--- src/rtl/noc_input_unit_if.sv ---
// Link-side and allocator-side signals of one router input port.
// The input unit uses the master modport; the link/allocator environment uses the slave modport.
interface noc_input_unit_if #(
   parameter int unsigned FLIT_W = 19
);
   logic [FLIT_W-1:0] in_flit;
   logic              credit_out;
   logic [FLIT_W-1:0] out_flit;
   logic [2:0]        out_port;
   logic              out_req;
   logic              out_grant;

   modport master (
      input  in_flit,
      input  out_grant,
      output credit_out,
      output out_flit,
      output out_port,
      output out_req
   );

   modport slave (
      output in_flit,
      output out_grant,
      input  credit_out,
      input  out_flit,
      input  out_port,
      input  out_req
   );
endinterface

--- src/rtl/noc_input_unit.sv ---
// Mesh router input unit: flit FIFO, XY route computation on head flits,
// wormhole route lock until the tail leaves, one upstream credit per dequeued flit.
module noc_input_unit #(
   parameter int unsigned COORD_W = 8,
   parameter int unsigned DEPTH   = 4
) (
   input  logic                     clk,
   input  logic                     rst_n,
   input  logic [COORD_W-1:0]       router_x,
   input  logic [COORD_W-1:0]       router_y,
   noc_input_unit_if.master         link,
   output logic [$clog2(DEPTH):0]   occupancy,
   output logic                     overflow_err,
   output logic                     proto_err
);
   localparam int unsigned FLIT_W = 3 + 2 * COORD_W;
   localparam int unsigned PTR_W  = $clog2(DEPTH);
   localparam logic [PTR_W:0] DEPTH_CNT = (PTR_W + 1)'(DEPTH);

   typedef enum logic [1:0] {IDLE, ROUTING, ACTIVE} state_t;
   typedef enum logic [1:0] {F_HEAD, F_TAIL, F_BODY, F_NONE} flit_type_t;
   typedef enum logic [2:0] {P_LOCAL, P_NORTH, P_SOUTH, P_EAST, P_WEST, P_NONE} port_t;

   logic [FLIT_W-1:0]  mem [DEPTH];
   logic [PTR_W-1:0]   rd_ptr, wr_ptr;
   logic [PTR_W:0]     count;
   logic [FLIT_W-1:0]  front;
   flit_type_t         front_type;
   logic [COORD_W-1:0] head_x, head_y;
   state_t             state, state_next;
   port_t              route_q, route_calc;
   logic               full, empty, push, pop, discard, credit_q;

   assign full       = (count == DEPTH_CNT);
   assign empty      = (count == '0);
   // Fullness is judged before any same-cycle pop, so a push while full is always dropped.
   assign push       = link.in_flit[FLIT_W-1] && !full;
   assign front      = mem[rd_ptr];
   assign front_type = flit_type_t'(front[FLIT_W-2 -: 2]);
   assign head_x     = front[2*COORD_W-1 -: COORD_W];
   assign head_y     = front[COORD_W-1:0];

   assign link.out_flit   = front;
   assign link.credit_out = credit_q;
   assign occupancy       = count;

   always_comb begin
      route_calc = P_LOCAL;
      if (head_x > router_x)      route_calc = P_EAST;
      else if (head_x < router_x) route_calc = P_WEST;
      else if (head_y > router_y) route_calc = P_NORTH;
      else if (head_y < router_y) route_calc = P_SOUTH;
   end

   always_comb begin
      state_next    = state;
      pop           = 1'b0;
      discard       = 1'b0;
      link.out_req  = 1'b0;
      link.out_port = P_NONE;
      case (state)
         IDLE: begin
            if (!empty) begin
               if (front_type == F_HEAD) begin
                  state_next = ROUTING;
               end else begin
                  pop     = 1'b1;
                  discard = 1'b1;
               end
            end
         end
         ROUTING: state_next = ACTIVE;
         ACTIVE: begin
            link.out_req  = !empty;
            link.out_port = route_q;
            if (!empty && link.out_grant) begin
               pop = 1'b1;
               if (front_type == F_TAIL) state_next = IDLE;
            end
         end
         default: state_next = IDLE;
      endcase
   end

   always_ff @(posedge clk or negedge rst_n) begin
      if (!rst_n) begin
         state        <= IDLE;
         route_q      <= P_NONE;
         rd_ptr       <= '0;
         wr_ptr       <= '0;
         count        <= '0;
         credit_q     <= 1'b0;
         overflow_err <= 1'b0;
         proto_err    <= 1'b0;
      end else begin
         state    <= state_next;
         credit_q <= pop;
         if (state == ROUTING) route_q <= route_calc;
         if (push) wr_ptr <= wr_ptr + 1'b1;
         if (pop)  rd_ptr <= rd_ptr + 1'b1;
         if (push && !pop)      count <= count + 1'b1;
         else if (!push && pop) count <= count - 1'b1;
         if (link.in_flit[FLIT_W-1] && full) overflow_err <= 1'b1;
         if (discard) proto_err <= 1'b1;
      end
   end

   // Storage is deliberately not reset; out_flit is meaningless while empty.
   always_ff @(posedge clk) begin
      if (push) mem[wr_ptr] <= link.in_flit;
   end
endmodule

--- src/flat_wrapper.sv ---
// flat-port wrapper written by rule: the top's interface ports become plain ports
module noc_input_unit_flat 
#(
   parameter int unsigned COORD_W = 8,
   parameter int unsigned DEPTH   = 4
)
  (clk, rst_n, router_x, router_y, occupancy, overflow_err, proto_err, link_in_flit, link_out_grant, link_credit_out, link_out_flit, link_out_port, link_out_req);
  noc_input_unit_if #(.FLIT_W((3 + 2 * COORD_W))) link_i ();
  input  logic clk;
  input  logic rst_n;
  input  logic [COORD_W-1:0] router_x;
  input  logic [COORD_W-1:0] router_y;
  output logic [$clog2(DEPTH):0] occupancy;
  output logic overflow_err;
  output logic proto_err;
  input wire logic [$bits(link_i.in_flit)-1:0] link_in_flit;
  input wire logic [$bits(link_i.out_grant)-1:0] link_out_grant;
  output wire logic [$bits(link_i.credit_out)-1:0] link_credit_out;
  output wire logic [$bits(link_i.out_flit)-1:0] link_out_flit;
  output wire logic [$bits(link_i.out_port)-1:0] link_out_port;
  output wire logic [$bits(link_i.out_req)-1:0] link_out_req;
  assign link_i.in_flit = link_in_flit;
  assign link_i.out_grant = link_out_grant;
  assign link_credit_out = link_i.credit_out;
  assign link_out_flit = link_i.out_flit;
  assign link_out_port = link_i.out_port;
  assign link_out_req = link_i.out_req;
  noc_input_unit #(.COORD_W(COORD_W), .DEPTH(DEPTH)) u_core (.clk(clk), .rst_n(rst_n), .router_x(router_x), .router_y(router_y), .link(link_i), .occupancy(occupancy), .overflow_err(overflow_err), .proto_err(proto_err));
endmodule
--- config.mk ---
export PLATFORM = sky130hd
export DESIGN_NAME = noc_input_unit_flat
export DESIGN_NICKNAME = d
export VERILOG_FILES = /design/src/rtl/noc_input_unit_if.sv /design/src/rtl/noc_input_unit.sv /design/src/flat_wrapper.sv
export SDC_FILE = /design/constraint.sdc
export NUM_CORES = 1
export LEC_CHECK = 0
export CAP_MARGIN = 30
export CORE_MARGIN = 5
export CORE_UTILIZATION = 31
export DETAILED_ROUTE_END_ITERATION = 6
export SLEW_MARGIN = 0
export SYNTH_ARGS = -nofsm -noshare
export SYNTH_HDL_FRONTEND = slang
export SYNTH_SLANG_ARGS = --single-unit
--- constraint.sdc ---
create_clock -name clk -period 2.3 [get_ports clk]
set_clock_uncertainty 0.1 [all_clocks]
set_input_delay 0.46 -clock clk [delete_from_list [all_inputs] [get_ports clk]]
set_output_delay 0.46 -clock clk [all_outputs]
set_load 0.005 [all_outputs]
==> reports/qor.txt <==
Slew Limit Fails = 0
Drt via density = 4.474
Chip Height = 122.8 um
First-pass DRT Iterations = 4
Syn_area_per_cell = 17.07 um^2
Post-synthesis async set-or-reset flop share = 16.48%
Initial antenna violation count = 0
Met1 Usage GRT = 16.90%
Fin crit period = 2.411 ns
TritonCTS clock tree = yes
H-tree levels = 3
Flops & latches, synth = 91
ANT nets after route = 0
Ys Warns = 0
Worst-path clk slew = 0.07 ns
Static Leakage = 0.002116 uW
Max Fclk = 414.7 MHz
Antenna cells = 0
Number of DRC markers in iteration 0 = 129
Worst Path Max Fanout = 5
Synth unique cells = 37
FP Rows = 41
Post-synthesis net count = 291
M2 GR Usage = 18.79%
Largest net degree at the start of global routing = 20
Gpl congestion = 0.7603
WHS = 0.3467 ns
Fill count = 1126
Maximum vdd drop = 0.0004730 V
Hpwl dp = 6095 um
Run status = finished, violations left
Failing checks = negative setup slack
Period utilization = 104.8%
Hold_buf cts = 0
Port bufs = 66
Pwr per Cell Area = 1299 nW/um^2
Core Region = 12570 um^2
Final worst slack = -0.1114 ns
Die area = 15080 um^2
Seq/Total Area, Yosys = 67.45%
Global route overflow = 0
GRT met3 Usage = 3.318%
Root Buffer = clkbuf_16
Post-DR wirelength/cell = 16.58 um
Initial Util = 31.38%
Share of cells above drive strength 1 = 37.82%
Die W = 122.8 um
Crit end category = output pin
Arrival time at the worst endpoint = 1.85 ns
Final setup violation count = 7
Pre-CTS setup slack = -0.1419 ns
Vias in the first global route = 2551
Drt total wl = 8770 um
Worst setup SP type = flip-flop
MaxCap Viol Count = 0
NumNets Final = 412
Ys flop type = edfxtp_1
Via Count = 2367
Worst Hold Class = in2async
Slew Limit Headroom = 81.04%
GRT Max-Usage Layer = met2
Critical Path RT = 1.74 ns
CTS Buf Count = 9
Syn Inst Count = 231
DRC viols = 0
Worst skew pair latency = 0.34 ns
GRT Total Usage = 12.35%
Clock Sinks = 91
RSZ-0062 raised after global routing = yes
First-pass GRT wire length = 13860 um
Crit path kind = reg2out
Final hold viol count = 0
P&R area growth vs syn = 43.31%
Boundary Pins = 67
Slew @ Worst Pin = 0.2824 ns
Syn Std Cell Area = 3944 um^2
Clock tree buffer depth = 2
EDFF count, synth = 76
## kinds of logic (layout without fill, tap and decap cells)
group,count (synthesis),count (layout),share of synthesized area (%)
DFF,91,91,67.45
and+or+nand+nor,39,39,5.425
AOI/OAI and AO/OA,27,27,4.442
buffers and inverters,25,151,2.760
adders and majority gates,22,22,7.170
muxes,21,21,11.42
xor gates and xnor gates,6,6,1.332
## repair_timing
| action | in CTS | in global routing |
|---|---|---|
| endpoints found under the setup margin | 24 | 24 |
| endpoints found under the hold margin | 0 | 0 |
| resized for setup | 81 | 28 |
| pin swaps | 8 | 13 |
| cloned | 1 | 0 |
| buffers inserted | 14 | 9 |
## layout make-up
| type | instances | area, um^2 | share of cell area, % |
|---|---|---|---|
| clock buffers | 9 | 225.2 | 3.985 |
| inverters | 20 | 75.07 | 1.328 |
| flip-flops and latches | 91 | 2663 | 47.11 |
| clock inverters | 7 | 58.81 | 1.041 |
| well taps | 172 | 215.2 | 3.808 |
| repair buffers | 115 | 1086 | 19.22 |
| multi-input cells | 115 | 1329 | 23.51 |
## registers in the layout (all words and copies together), names as in the netlist
name,cells
u_core.wr_ptr,2
u_core.proto_err,1
u_core.rd_ptr,2
u_core.overflow_err,1
u_core.link.credit_out,1
u_core.state,2
u_core.route_q,3
u_core.mem,76
u_core.occupancy,3
## worst max-delay path, stage by stage (launching register included)
cell           delay, ns
dfrtp_2             0.40
buf_4               0.15
buf_16              0.12
mux4_2              0.54
dlygate4sd2_1       0.29
## metrics by stage
stage	setup TNS, ns	cell area (um^2)	utilization (%)	instances	total power [uW]
5_1_grt	-1.160	5652	44.97	529	7838
2_1_floorplan	0	3956	-	231	3956
3_5_place_dp	-0.4995	5061	40.27	494	5495
6_report	-0.4355	5652	44.97	529	7342
4_1_cts	-0.9648	5588	44.46	524	7286
3_3_place_gp	-0.3357	5061	40.27	494	5445
## synthesized netlist by cell type (2+ instances only)
cell type | number | area [um^2]
edfxtp_1 | 76 | 2282
ha_1 | 21 | 262.8
dfstp_2 | 2 | 52.55
inv_2 | 3 | 11.26
nand2_1 | 5 | 18.77
o21ai_0 | 4 | 20.02
mux4_2 | 19 | 427.9
a21o_1 | 2 | 15.01
mux2_2 | 2 | 22.52
o211ai_1 | 3 | 22.52
nor2b_1 | 5 | 31.28
nor3_1 | 4 | 20.02
xnor2_1 | 4 | 35.03
dfrtp_1 | 13 | 325.3
nand2b_1 | 5 | 31.28
xor2_1 | 2 | 17.52
buf_2 | 3 | 15.01
a21oi_1 | 9 | 45.04
nand4_1 | 4 | 25.02
nor2_1 | 7 | 26.28
inv_1 | 17 | 63.81
and2_1 | 6 | 37.54
## placed cells by master (no fill, tap or decap), drive strengths merged, types with 3 or more instances in the layout
master	count
buf	58
nand2b	5
a21oi	9
nor3	4
nand4	4
clkbuf	16
edfxtp	76
mux4	19
nor2b	5
nand2	5
inv	24
xnor2	4
clkdlybuf4s50	47
and2	6
o21ai	6
nor2	7
dfrtp	13
ha	21
o211ai	4
dlygate4sd2	3
## power by group
group	internal [uW]	total, uW	switching, uW	leakage (uW)
logic	2030	3550	1520	0.00111
clock network	751	1390	635	0.000139
registers	2230	2400	175	0.000866
total	5010	7340	2330	0.00212
## routing by layer
layer / up-vias / share of wire (%) / wire [um]
li1: 1131 / - / -
met1: 1168 / 47 / 4090
met2: 57 / 47 / 4158
met3: 11 / 4.4 / 384
met4: 0 / 1.6 / 138
met5: - / 0 / 0
## worst paths after layout
| path | cells after the start | start | end | slack (ns) |
|---|---|---|---|---|
| worst max register to register | 9 | u_core.rd_ptr[0]$_DFFE_PN0P_ | u_core.route_q[2]$_DFFE_PN1N_ | -0.06 |
| worst max-delay path | 4 | u_core.rd_ptr[0]$_DFFE_PN0P_ | link_out_flit[12] | -0.11 |
| max in group asynchronous | 2 | rst_n | u_core.route_q[0]$_DFFE_PN1N_ | 1.50 |
| min in group clk | 1 | u_core.proto_err$_DFFE_PN0P_ | u_core.proto_err$_DFFE_PN0P_ | 0.36 |
| worst min-delay path | 2 | rst_n | u_core.occupancy[0]$_DFFE_PN0P_ | 0.35 |
| worst min register to register | 1 | u_core.proto_err$_DFFE_PN0P_ | u_core.proto_err$_DFFE_PN0P_ | 0.36 |
Power figures use the tool's default switching activity.
==> variant 1, RTL diff (same flow settings) <==
Put one more register stage on the output `overflow_err`, cleared by the reset. The value now appears one clock later. The other outputs are not delayed to match.
--- a/src/rtl/noc_input_unit.sv
+++ b/src/rtl/noc_input_unit.sv
@@ -20,6 +20,8 @@
    typedef enum logic [1:0] {IDLE, ROUTING, ACTIVE} state_t;
    typedef enum logic [1:0] {F_HEAD, F_TAIL, F_BODY, F_NONE} flit_type_t;
    typedef enum logic [2:0] {P_LOCAL, P_NORTH, P_SOUTH, P_EAST, P_WEST, P_NONE} port_t;
+
+   logic overflow_err_s0;
 
    logic [FLIT_W-1:0]  mem [DEPTH];
    logic [PTR_W-1:0]   rd_ptr, wr_ptr;
@@ -90,7 +92,7 @@
          wr_ptr       <= '0;
          count        <= '0;
          credit_q     <= 1'b0;
-         overflow_err <= 1'b0;
+         overflow_err_s0 <= 1'b0;
          proto_err    <= 1'b0;
       end else begin
          state    <= state_next;
@@ -100,7 +102,7 @@
          if (pop)  rd_ptr <= rd_ptr + 1'b1;
          if (push && !pop)      count <= count + 1'b1;
          else if (!push && pop) count <= count - 1'b1;
-         if (link.in_flit[FLIT_W-1] && full) overflow_err <= 1'b1;
+         if (link.in_flit[FLIT_W-1] && full) overflow_err_s0 <= 1'b1;
          if (discard) proto_err <= 1'b1;
       end
    end
@@ -109,5 +111,13 @@
    always_ff @(posedge clk) begin
       if (push) mem[wr_ptr] <= link.in_flit;
    end
+   always_ff @(posedge clk or negedge rst_n) begin
+      if (!rst_n) begin
+         overflow_err <= '0;
+      end else begin
+         overflow_err <= overflow_err_s0;
+      end
+   end
+
 endmodule
 
Behaviour: not the same (Yosys sat finds a counterexample within 10 cycles, from zero or initial values and one cycle with rst_n low).
==> variant 1 against the unedited design <==
  * The run still ends with setup timing left
  * Sequential share of layout area about the same
  * Cell count decreased by 0.38%
  * Critical path depth increased by 7
  * Power increased by 2.1%
  * Worst setup slack improved by 1.8 ps
  * Register-to-register slack got worse by 50 ps
  * Non-clock buffer count decreased by 3
  * Cell area increased by 0.82%
  * Routed wire length decreased by 1.8%
  * Sequential power about the same
  * Synthesized area increased by 0.63%
  * Sequential cell count increased by 1
  * Critical path type is now register to register
==> variant 1: results (changes against the unedited design) <==
- For the worst-skew pair, the clock arrives at the later sink with an insertion delay of 330 ps.
- The clock input transition at the sequential cells of the worst setup and hold paths is 60 ps.
- The via count of the first global-routing pass is 2478 (was 2551).
- The post-DP HPWL is 5851 um (was 6095 um).
- The slew at the pin with the worst max-slew slack is 245.9 ps (was 282.4 ps).
- The share of the yosys chip area belonging to registers is 0.6765 (was 0.6745).
- The depth of the most critical reg-to-reg path is 11 (was 9).
- The root cell of the clock tree was sky130_fd_sc_hd__clkbuf_16 (unchanged).
- The share of post-route cells with drive strength above 1 is 0.3746 (was 0.3782).
- The largest net degree at the start of global routing is 20 (unchanged).
- The wire length per cell is 16.34 um (was 16.58 um).
- Cell types occupying the most area after synthesis: sky130_fd_sc_hd__edfxtp_1, sky130_fd_sc_hd__mux4_2, sky130_fd_sc_hd__dfrtp_1 (unchanged).
- The number of failing setup endpoints in the final timing report is 8 (was 7).
- The standby leakage power is 2.126 nW (was 2.116 nW).
- Result of the run: finished with violations (unchanged).
- Failing checks: setup timing (unchanged).
- The pre-CTS setup slack is -228.9 ps (was -141.9 ps).
- The most used flip-flop cell after synthesis is sky130_fd_sc_hd__edfxtp_1 (unchanged).
- The first-pass iteration count of the detailed router is 6 (was 4).
- The net count of the mapped netlist is 292 (was 291).
- The global placement routability congestion is 0.7277 (was 0.7603).
- The count of antenna diodes in the layout is 0 (unchanged).
- The post-place instance area is 0.005081 mm^2 (was 0.005061 mm^2).
- The maximum root-to-sink buffer count came to 2 (unchanged).
- The maximum fanout count along the critical path was 7 (was 5).
- The wire length of the first global-routing pass came to 13190 um (was 13860 um).
- The worst ir drop on vdd is 0.0005521 V (was 0.0004730 V).
- The number of flip-flops in the largest register was 76 (unchanged).
- The via total after detailed routing is 2355 (was 2367).
- The arrival time of data at the critical path endpoint was 2590 ps (was 1850 ps).
- The worst setup margin is -109.6 ps (was -111.4 ps).
- The share of synthesized flip-flops with an asynchronous set or reset is 0.1739 (was 0.1648).
- The class of the tightest hold or removal check is register to register (was input port to async pin).
- The CTS buffer count is 9 (unchanged).
- The number of H-tree levels is 3 (unchanged).
- The number of stages on the worst hold path is 0.
- The register with the most flip-flops is u_core.mem (unchanged).
- The number of DRC markers in iteration 0 is 94 (was 129).
- The count of distinct cell types in the synthesized netlist is 37 (unchanged).
- The fill cell instance count of the final layout is 1106 (was 1126).
- The number of enable-type register cells in the synthesized netlist is 76 (unchanged).
- The count of buffers from port buffering came to 66 (unchanged).
- Most numerous cell types in the synthesized netlist: sky130_fd_sc_hd__edfxtp_1, sky130_fd_sc_hd__ha_1, sky130_fd_sc_hd__mux4_2, sky130_fd_sc_hd__inv_1, sky130_fd_sc_hd__dfrtp_1 (unchanged).
- The net total in the final layout is 410 (was 412).
- The initial antenna violation count is 0 (unchanged).
- The number of warnings reported in the yosys synthesis log is 0 (unchanged).
- The global routing usage summed across all routing layers is 0.1173 (was 0.1235).
variant 1: where the power goes:
part	total, mW	leakage, nW	switching, mW	internal [mW]
Clock	1.49	0.153	0.630	0.861
Combinational	3.60	1.10	1.55	2.05
Sequential	2.40	0.876	0.155	2.25
Total	7.50	2.13	2.34	5.16
variant 1: cell families (layout without fill, tap and decap cells):
family	after synthesis	in the layout	share of synthesized area
AOI/OAI and AO/OA	27	27	0.04414
xor gates and xnor gates	6	6	0.01324
adders and majority gates	22	22	0.07125
buffers and inverters	25	148	0.02743
DFF	92	92	0.6765
muxes	21	21	0.1135
and+or+nand+nor	39	39	0.05391
variant 1: per-layer routing:
layer | GRT usage | vias up | part of all wire
met5 | 0 | - | 0
met4 | 0.03529 | 0 | 0.010
met3 | 0.03294 | 10 | 0.047
met2 | 0.1808 | 59 | 0.48
met1 | 0.1622 | 1159 | 0.46
li1 | - | 1127 | -
variant 1: layout make-up:
type | instances | area (um^2) | area share
inverters | 20 | 77.57 | 0.01361
multi-input cells | 115 | 1338 | 0.2347
well taps | 172 | 215.2 | 0.03777
repair buffers | 112 | 1075 | 0.1886
flip-flops and latches | 92 | 2686 | 0.4715
clock inverters | 7 | 81.33 | 0.01427
clock buffers | 9 | 225.2 | 0.03953
variant 1: final timing paths:
check / startpoint / slack (ps) / end
hold / removal: u_core.overflow_err_s0 / 290 / u_core.overflow_err
max in group asynchronous: rst_n / 1490 / u_core.route_q[0]
min in group asynchronous: rst_n / 360 / u_core.wr_ptr[0]
setup reg to reg: u_core.rd_ptr[0] / -110 / u_core.route_q[2]
hold reg to reg: u_core.overflow_err_s0 / 290 / u_core.overflow_err
setup / recovery: u_core.rd_ptr[0] / -110 / u_core.route_q[2]
variant 1: repair_timing:
action                                  CTS  global route
pin swaps                                12            11
endpoints found under the setup margin   24            25
gates cloned                              1             0
setup buffers                            10             8
gates resized for setup                 107            28
variant 1: critical path, cell delays in order (launching register included):
cell and delay, ps:
sky130_fd_sc_hd__dfrtp_2 410, sky130_fd_sc_hd__buf_8 160, sky130_fd_sc_hd__buf_6 120, sky130_fd_sc_hd__mux4_2 540, sky130_fd_sc_hd__buf_6 150, sky130_fd_sc_hd__inv_4 50
sky130_fd_sc_hd__ha_4 140, sky130_fd_sc_hd__nor2b_4 30, sky130_fd_sc_hd__o211ai_1 220, sky130_fd_sc_hd__a21oi_2 100, sky130_fd_sc_hd__o21ai_2 200, sky130_fd_sc_hd__o21a_1 150
variant 1: through the flow:
step	utilization	setup TNS, ps	instances	total power, mW
final	0.4534	-576.4	527	7.499
after global routing	0.4534	-1787	527	8.000
after CTS	0.4421	-859.8	523	7.286
after detailed placement	0.4043	-690.1	496	5.481
after global placement	0.4043	-463.8	496	5.430
after floorplan	-	0	232	3.983
==> variant 2, RTL diff (same flow settings) <==
Made on the original files. `DEPTH` is set to 4 in 2 places; all go to 8.
--- a/src/rtl/noc_input_unit.sv
+++ b/src/rtl/noc_input_unit.sv
@@ -2,7 +2,7 @@
 // wormhole route lock until the tail leaves, one upstream credit per dequeued flit.
 module noc_input_unit #(
    parameter int unsigned COORD_W = 8,
-   parameter int unsigned DEPTH   = 4
+   parameter int unsigned DEPTH   = 8
 ) (
    input  logic                     clk,
    input  logic                     rst_n,
--- a/src/flat_wrapper.sv
+++ b/src/flat_wrapper.sv
@@ -2,7 +2,7 @@
 module noc_input_unit_flat 
 #(
    parameter int unsigned COORD_W = 8,
-   parameter int unsigned DEPTH   = 4
+   parameter int unsigned DEPTH   = 8
 )
   (clk, rst_n, router_x, router_y, occupancy, overflow_err, proto_err, link_in_flit, link_out_grant, link_credit_out, link_out_flit, link_out_port, link_out_req);
   noc_input_unit_if #(.FLIT_W((3 + 2 * COORD_W))) link_i ();
Interface: changed (resized occupancy); port bits go from 67 to 68. No check against the original RTL was run, so the function may have changed too.
==> variant 2 against the unedited design <==
  * The run still ends with setup timing left
  * Routed wire length up 90%
  * Global-route usage grew 0.80 points
  * Sequential cell count up 79
  * Combinational power grew 110%
  * Non-clock buffer count rose by 46
  * Power rose by 95%
  * Cell area increased by 77%
  * Synthesized area increased by 78%
  * Count of clock-buffer cells in the layout grew 11
  * Worst setup slack lost 370 ps
  * Largest power group unchanged
==> variant 2: results (changes against the unedited design) <==
- The clock latency on the worst-skew pair came to 420 ps (was 340 ps).
- The count of distinct cell types in the synthesized netlist is 42 (was 37).
- The number of enable-type register cells in the synthesized netlist was 152 (was 76).
- Most numerous cell types in the synthesized netlist: sky130_fd_sc_hd__edfxtp_1, sky130_fd_sc_hd__mux4_2, sky130_fd_sc_hd__inv_1, sky130_fd_sc_hd__ha_1 (was sky130_fd_sc_hd__edfxtp_1, sky130_fd_sc_hd__ha_1, sky130_fd_sc_hd__mux4_2, sky130_fd_sc_hd__inv_1, sky130_fd_sc_hd__dfrtp_1).
- The wire length per cell is 19.92 um (was 16.58 um).
- Cell types occupying the most area after synthesis: sky130_fd_sc_hd__edfxtp_1, sky130_fd_sc_hd__mux4_2, sky130_fd_sc_hd__dfrtp_1 (unchanged).
- The number of failing setup endpoints in the final timing report is 26 (was 7).
- The arrival time of data at the critical path endpoint is 2220 ps (was 1850 ps).
- The share of post-route cells with drive strength above 1 is 0.4509 (was 0.3782).
- The net total in the final layout is 598 (was 412).
- The global placement routability congestion was 0.7944 (was 0.7603).
- The global routing usage summed across all routing layers is 0.1315 (was 0.1235).
- The number of flip-flops in the largest register is 152 (was 76).
- Failing checks: setup timing (unchanged).
- The share of the yosys chip area belonging to registers is 0.7128 (was 0.6745).
- The worst ir drop on vdd is 0.0007837 V (was 0.0004730 V).
- The number of DRC markers in iteration 0 came to 189 (was 129).
- The first-pass iteration count of the detailed router is 6 (was 4).
- The number of H-tree levels is 4 (was 3).
- The fill cell instance count of the final layout is 1912 (was 1126).
- The maximum fanout count along the critical path is 7 (was 5).
- The worst setup margin was -478.9 ps (was -111.4 ps).
- The post-DP HPWL is 10790 um (was 6095 um).
- The slew at the pin with the worst max-slew slack is 471.3 ps (was 282.4 ps).
- The largest net degree at the start of global routing was 29 (was 20).
- The CTS buffer count is 17 (was 9).
- The pre-CTS setup slack came to -649.7 ps (was -141.9 ps).
- Result of the run: finished with violations (unchanged).
- The wire length of the first global-routing pass is 25210 um (was 13860 um).
- The via count of the first global-routing pass came to 4269 (was 2551).
## variant 2: metrics by stage
stage	cells	utilization	power [mW]	instance area, um^2	hold WS [ps]
after floorplan	368	-	7.114	7143	64.41
after global placement	780	0.3877	9.762	8725	358.0
after detailed placement	780	0.3877	9.855	8725	360.8
after CTS	834	0.4400	14.14	9901	239.7
after global routing	835	0.4443	15.14	9997	262.9
final	835	0.4443	14.31	9997	242.0
## variant 2: routing by layer
metal / GRT usage / vias to the layer above / part of all wire
met2: 0.2274 / 74 / 0.52
met1: 0.1625 / 2016 / 0.42
met5: 0 / - / 0
li1: - / 1803 / -
met3: 0.02951 / 20 / 0.034
met4: 0.04731 / 0 / 0.021
## variant 2: final cells by class
class,instances,share of cell area
clock inverter,11,0.01239
tap,285,0.03567
timing repair buffer,161,0.1667
multi-input combinational,166,0.2307
sequential,170,0.5021
clock buffer,20,0.04368
inverter,22,0.008761
## variant 2: final timing paths
check                                  from             endpoint  slack (ps)  cells past startpoint
setup / recovery           u_core.rd_ptr[0]    link_out_flit[18]        -480                      7
setup reg to reg           u_core.rd_ptr[1]  u_core.occupancy[1]        -480                     11
min in group clk           u_core.proto_err     u_core.proto_err         370                      1
hold / removal                        rst_n      u_core.state[0]         240                      1
max in group asynchronous             rst_n  u_core.occupancy[2]        1350                      2
hold reg to reg            u_core.proto_err     u_core.proto_err         370                      1
## variant 2: timing repair
action                                  in CTS  in global routing
endpoints found under the setup margin      27                 28
hold buffers                                 0                  0
resized for setup                          172                 27
setup buffers                               23                  6
cloned                                       2                  2
pin swaps                                   19                 14
## variant 2: power breakdown
group / switching (mW) / total (mW) / internal (mW)
Combinational: 3.00 / 7.38 / 4.38
Clock: 1.12 / 2.71 / 1.59
Sequential: 0.273 / 4.22 / 3.94
## variant 2: cells by family after synthesis
kind of cell,Yosys count,synth area share
flip-flops,170,0.7128
XOR/XNOR,8,0.009954
buffers and inverters,32,0.01902
AO/OA/AOI/OAI,26,0.02293
adder cells (fa/ha/maj),22,0.04017
multiplexers,59,0.1578
AND/OR/NAND/NOR,51,0.03733
## variant 2: critical path, cell delays in order (launching register included)
cell	delay, ps
sky130_fd_sc_hd__dfrtp_2	440
sky130_fd_sc_hd__buf_12	140
sky130_fd_sc_hd__buf_12	140
sky130_fd_sc_hd__buf_12	130
sky130_fd_sc_hd__buf_12	130
sky130_fd_sc_hd__mux4_2	420
sky130_fd_sc_hd__mux2_4	270
sky130_fd_sc_hd__buf_6	110
